--- src/rtl/fifo_arb_pkg.sv ---
// Shared definitions for the FIFO write-port arbiter: lock-state encoding and pointer sizing.
package fifo_arb_pkg;

    typedef enum logic {
        ARB_IDLE = 1'b0,
        ARB_LOCK = 1'b1
    } arb_state_e;

    // Keeps a one-bit index legal even if a single-requester build is ever elaborated.
    function automatic int ptr_width(input int num_req);
        return (num_req > 1) ? $clog2(num_req) : 1;
    endfunction

endpackage

--- src/rtl/rr_priority_pick.sv ---
// Rotating-priority search: first asserted request at or after ptr, wrapping modulo NUM_REQ.
module rr_priority_pick
    import fifo_arb_pkg::*;
#(
    parameter int NUM_REQ = 4,
    parameter int PTR_W   = ptr_width(NUM_REQ)
) (
    input  logic [NUM_REQ-1:0] req,
    input  logic [PTR_W-1:0]   ptr,
    output logic               found,
    output logic [PTR_W-1:0]   winner
);

    logic [PTR_W-1:0] idx;

    // Walk from the farthest offset back to ptr so the nearest hit is the last one written.
    always_comb begin
        found  = 1'b0;
        winner = '0;
        idx    = '0;
        for (int k = NUM_REQ - 1; k >= 0; k--) begin
            idx = PTR_W'((int'(ptr) + k) % NUM_REQ);
            if (req[idx]) begin
                found  = 1'b1;
                winner = idx;
            end
        end
    end

endmodule

--- src/rtl/fifo_write_arbiter.sv ---
// Round-robin arbiter sharing one async-FIFO write port between NUM_REQ producers.
// Define FIFO_ARB_BURST_EN to let a winner hold the port for up to MAX_BURST beats.
module fifo_write_arbiter
    import fifo_arb_pkg::*;
#(
    parameter int NUM_REQ    = 4,
    parameter int DATA_WIDTH = 8,
    parameter int MAX_BURST  = 4
) (
    input  logic                            wclk,
    input  logic                            rst_n,
    input  logic [NUM_REQ-1:0]              req,
    input  logic [NUM_REQ*DATA_WIDTH-1:0]   req_data,
    input  logic                            full,
    output logic [NUM_REQ-1:0]              gnt,
    output logic                            w_en,
    output logic [DATA_WIDTH-1:0]           data_in,
    output logic [ptr_width(NUM_REQ)-1:0]   owner,
    output logic                            locked
);

    localparam int PTR_W = ptr_width(NUM_REQ);

    logic [PTR_W-1:0] ptr_q, ptr_d;
    logic [PTR_W-1:0] pick_ptr, pick_winner, sel_winner;
    logic             pick_found, sel_found, accept;

    function automatic logic [PTR_W-1:0] next_idx(input logic [PTR_W-1:0] idx);
        return (int'(idx) >= NUM_REQ - 1) ? '0 : idx + 1'b1;
    endfunction

    rr_priority_pick #(
        .NUM_REQ (NUM_REQ),
        .PTR_W   (PTR_W)
    ) u_pick (
        .req    (req),
        .ptr    (pick_ptr),
        .found  (pick_found),
        .winner (pick_winner)
    );

`ifdef FIFO_ARB_BURST_EN
    localparam int CNT_W = $clog2(MAX_BURST + 1);

    arb_state_e       state_q, state_d;
    logic [PTR_W-1:0] owner_q, owner_d;
    logic [CNT_W-1:0] beat_cnt_q, beat_cnt_d;
    logic             lock_hit, lock_lost;

    // A lock whose owner has gone quiet is treated as IDLE right away, searching from owner+1.
    assign lock_hit   = (state_q == ARB_LOCK) && req[owner_q];
    assign lock_lost  = (state_q == ARB_LOCK) && !req[owner_q];
    assign pick_ptr   = lock_lost ? next_idx(owner_q) : ptr_q;
    assign sel_found  = lock_hit | pick_found;
    assign sel_winner = lock_hit ? owner_q : pick_winner;
    assign accept     = rst_n && sel_found && !full;

    always_comb begin
        state_d    = state_q;
        owner_d    = owner_q;
        beat_cnt_d = beat_cnt_q;
        ptr_d      = ptr_q;
        if (accept) begin
            if (lock_hit) begin
                if (beat_cnt_q + 1'b1 == CNT_W'(MAX_BURST)) begin
                    state_d    = ARB_IDLE;
                    owner_d    = '0;
                    beat_cnt_d = '0;
                    ptr_d      = next_idx(owner_q);
                end else begin
                    beat_cnt_d = beat_cnt_q + 1'b1;
                end
            end else if (MAX_BURST > 1) begin
                state_d    = ARB_LOCK;
                owner_d    = sel_winner;
                beat_cnt_d = CNT_W'(1);
                ptr_d      = next_idx(sel_winner);
            end else begin
                ptr_d = next_idx(sel_winner);
            end
        end else if (!full && lock_lost) begin
            state_d    = ARB_IDLE;
            owner_d    = '0;
            beat_cnt_d = '0;
            ptr_d      = next_idx(owner_q);
        end
    end

    always_ff @(posedge wclk or negedge rst_n) begin
        if (!rst_n) begin
            state_q    <= ARB_IDLE;
            owner_q    <= '0;
            beat_cnt_q <= '0;
            ptr_q      <= '0;
        end else begin
            state_q    <= state_d;
            owner_q    <= owner_d;
            beat_cnt_q <= beat_cnt_d;
            ptr_q      <= ptr_d;
        end
    end

    assign owner  = owner_q;
    assign locked = (state_q == ARB_LOCK);
`else
    logic unused_burst;

    assign pick_ptr     = ptr_q;
    assign sel_found    = pick_found;
    assign sel_winner   = pick_winner;
    assign accept       = rst_n && sel_found && !full;
    assign unused_burst = ^MAX_BURST;

    always_comb begin
        ptr_d = ptr_q;
        if (accept) begin
            ptr_d = next_idx(sel_winner);
        end
    end

    always_ff @(posedge wclk or negedge rst_n) begin
        if (!rst_n) begin
            ptr_q <= '0;
        end else begin
            ptr_q <= ptr_d;
        end
    end

    assign owner  = '0;
    assign locked = 1'b0;
`endif

    // Grant, write enable and data all collapse to zero whenever no beat is accepted.
    always_comb begin
        gnt     = '0;
        data_in = '0;
        if (accept) begin
            gnt[sel_winner] = 1'b1;
            data_in         = req_data[sel_winner*DATA_WIDTH +: DATA_WIDTH];
        end
    end

    assign w_en = accept;

endmodule

--- config.mk ---
export PLATFORM = sky130hd
export DESIGN_NAME = fifo_write_arbiter
export DESIGN_NICKNAME = d
export VERILOG_FILES = /design/src/rtl/fifo_arb_pkg.sv /design/src/rtl/rr_priority_pick.sv /design/src/rtl/fifo_write_arbiter.sv
export SDC_FILE = /design/constraint.sdc
export NUM_CORES = 1
export LEC_CHECK = 0
export CORE_MARGIN = 5
export CORE_UTILIZATION = 40
export DETAILED_ROUTE_END_ITERATION = 7
export DONT_BUFFER_PORTS = 1
export GPL_TIMING_DRIVEN = 0
export HOLD_SLACK_MARGIN = 0.1
export PLACE_DENSITY_LB_ADDON = 0.25
export SYNTH_ARGS = -nofsm -noshare
export SYNTH_HDL_FRONTEND = slang
export SYNTH_SLANG_ARGS = --single-unit
--- constraint.sdc ---
create_clock -name wclk -period 2.6 [get_ports wclk]
set_input_delay 0.52 -clock wclk [delete_from_list [all_inputs] [get_ports wclk]]
set_output_delay 0.52 -clock wclk [all_outputs]
set_load 0.02 [all_outputs]
==> results.txt <==
* Number of cells upsized or downsized after cts: 0
- The worst path needs 2.432 ns of the cycle, external delays included.
- The number of different library cells used by synthesis comes to 20.
- Final setup vio count: 0
- Fin util: 46.45%
- Leading cell types in the layout, fill and taps excluded: sky130_fd_sc_hd__mux2i_1, sky130_fd_sc_hd__o22ai_1, sky130_fd_sc_hd__inv_1, sky130_fd_sc_hd__and2_1, sky130_fd_sc_hd__ha_1
- For this run, design rule violations remaining after detail routing come to 0.
- The max-slew violation count is 0.
- Post-route antenna net violation count: 0
- Area share of the largest cell type after synthesis: 29.77%
- Entering global routing, the biggest net connects 12 pins.
- After layout, the design draws a total of 432.1 uW.
- The repair_antennas step left the layout with diodes totalling 0.
- Via count of the first global-routing pass: 520
- In this run the worst setup path terminates at data_in[6].
- Final hold slack: 0.5365 ns
- Wires add up to 1357 um.
- Post-placement setup slack: 0.1313 ns
- The net count of the finished layout is 112.
- The die covers 2179 um^2.
* Power Dens Cells: 724.0 nW/um^2
- Path depth of the worst reg2reg path: 7
* Number of top-level pins: 55
* Clock Skews: 0.002387 ns
- Root Buffer: sky130_fd_sc_hd__clkbuf_4
* Final Hold Fails: 0
- Required arrival time at the worst endpoint: 2.08 ns
- Die W: 46.68 um
* Post-detail-place hpwl: 1115 um
* Worst R2R Setup Slack: 0.80 ns
* Type of the worst min-delay path: input port to async pin
- The first global-routing pass estimated 2007 um of wire.
- Across the VDD grid, the largest voltage drop is 0.0002960 V.
* Data arrival, critical path: 1.91 ns
* Core region area: 1285 um^2
- Peak fanout along the critical path: 9
- Clock tree synthesis inserted a total of 3 buffers.
* Number of placement rows: 13
- After synthesis, the cell types taking the most area are sky130_fd_sc_hd__mux2i_1, sky130_fd_sc_hd__o22ai_1, sky130_fd_sc_hd__dfrtp_1.
* Area overhead of the layout relative to synthesis: 10.93%
* Leakage power summed over all cells: 0.2902 nW
- Post-Syn Area: 538.0 um^2
* Detailed-route vias per instance: 5.732
- Final clock period utilization by the worst path: 93.54%
- Flip-flop count of the largest register after layout: 2
- Max Cap Violations: 0
* Reg-to-reg startpoint: pick_ptr[1]
* Final cell count without fillers: 82
- Fraction of layout cells with a size suffix above 1: 20.90%
* Path type of the worst setup path: input port to output port
- Leaving out fill and tap cells, the most frequent cell in the layout is sky130_fd_sc_hd__mux2i_1.
- Setup repair after global routing left no endpoint under its margin.
- Start point of the critical path: req[3]
* Flop and latch count out of synthesis: 2
- For this run, the number of Yosys warnings is 0.
- Sequential-to-total area share from yosys stat: 9.302%
* Destination of the worst register-to-register timing path: pick_ptr[1]
- DR WL/cell: 16.55 um
* Non-Filler Cell Area, Final: 596.8 um^2
* GRT Total Usage: 12.74%
- The initial utilization of the core area, before any placement, comes to 41.87%.
* Placed instance area: 564.3 um^2
- Count of buffers from port buffering: 0
* Critical Path Sink Type: output port
- The cell count after synthesis came out at 61.
- Number of clock sinks: 2
- The flow ran to the end, and the final reports show no timing, DRC or antenna violations.
- After synthesis, the mean cell area works out to 8.820 um^2.
* Number of violations reported at the end of detailed-routing iteration 0: 3
* Max Clock Freq: 411.2 MHz
- TritonCTS built the clock tree.
- Kind of start point of the critical path: input port
- Gpl congestion: 0.6959
* Maximum buffer depth of the clock tree: 2
- Relative max-transition margin: 59.11%
- Clock-pin slew was measured on the worst setup and hold paths at 0.03 ns.
* Latest clock arrival within the worst-skew pair: 0.22 ns
* Worst Max-Slew Pin Slew: 0.6134 ns
- sky130_fd_sc_hd__mux2i_1 takes more of the synthesized area than any other cell.
* Detailed-router iteration count before antenna repair: 3
- Count of placed standard cells including taps: 78
- Setup WS post-layout: 0.1678 ns
- The number of antenna violations at the first check in global routing was 0.
- Global-route congestion overflow total: 0
- For this block, the via count after detailed routing is 470.
- In this run the number of H-tree levels came out at 1.
- Final TNS setup: 0 ns
- Measured along the y axis, the die boundary spans 46.68 um.
worst max-delay path, cell delays in order:
cell	delay [ns]
sky130_fd_sc_hd__nor2_1	0.06
sky130_fd_sc_hd__a311oi_4	0.60
sky130_fd_sc_hd__nand2_2	0.25
sky130_fd_sc_hd__o22ai_1	0.47
logic make-up (layout without fill, tap and decap cells):
kind of cell             count (synthesis)  in the layout  share of synthesized area, %
buffers and inverters                   11             15                         14.19
multiplexers                            17             17                         31.86
adder cells (fa/ha/maj)                  4              4                         9.303
AND/OR/NAND/NOR                          9              9                         9.998
AO/OA/AOI/OAI                           17             17                         24.65
other                                    1              3                        0.6970
flip-flops                               2              2                         9.303
cells in the mapped netlist, drive strengths merged:
| cell | count |
|---|---|
| nand2b | 2 |
| o22ai | 9 |
| mux2i | 16 |
| nor2 | 1 |
| mux2 | 1 |
| o21ai | 1 |
| o22a | 1 |
| nand2 | 2 |
| a211oi | 1 |
| inv | 6 |
| and2 | 4 |
| conb | 1 |
| a21oi | 3 |
| a311oi | 1 |
| a21o | 1 |
| dfrtp | 2 |
| buf | 5 |
| ha | 4 |
layer usage:
layer | global-route usage, % | vias to the layer above | share of wire [%]
met5 | 0 | - | 0
met4 | 3.315 | 0 | 0
met3 | 3.125 | 0 | 10
met2 | 23.63 | 34 | 53
met1 | 14.22 | 203 | 37
li1 | - | 233 | -
report_power, final:
group          leakage, nW  internal (mW)  switching, mW
Clock               0.0138         0.0509         0.0170
Combinational        0.252          0.137          0.167
Sequential          0.0240         0.0443         0.0155
how the worst min path moves through the flow:
stage | to | depth (start not counted)
floorplan | pick_ptr[0] | 0
global placement | pick_ptr[1] | 0
detailed placement | pick_ptr[0] | 0
CTS | pick_ptr[0] | 1
global route | pick_ptr[0] | 1
finish | pick_ptr[0] | 1
final cells by class:
type | instances | area [um^2]
buffer | 5 | 53.80
clock buffer | 3 | 22.52
fill | 151 | 688.2
inverter | 6 | 22.52
multi-input combinational | 50 | 419.2
sequential | 2 | 50.05
tap | 15 | 18.77
timing repair buffer | 1 | 10.01
repair_timing:
| action | CTS | global route |
|---|---|---|
| setup buffers | 0 | 0 |
| hold endpoints to repair | 2 | 0 |
| hold buffers | 1 | 0 |
Power figures use the tool's default switching activity.
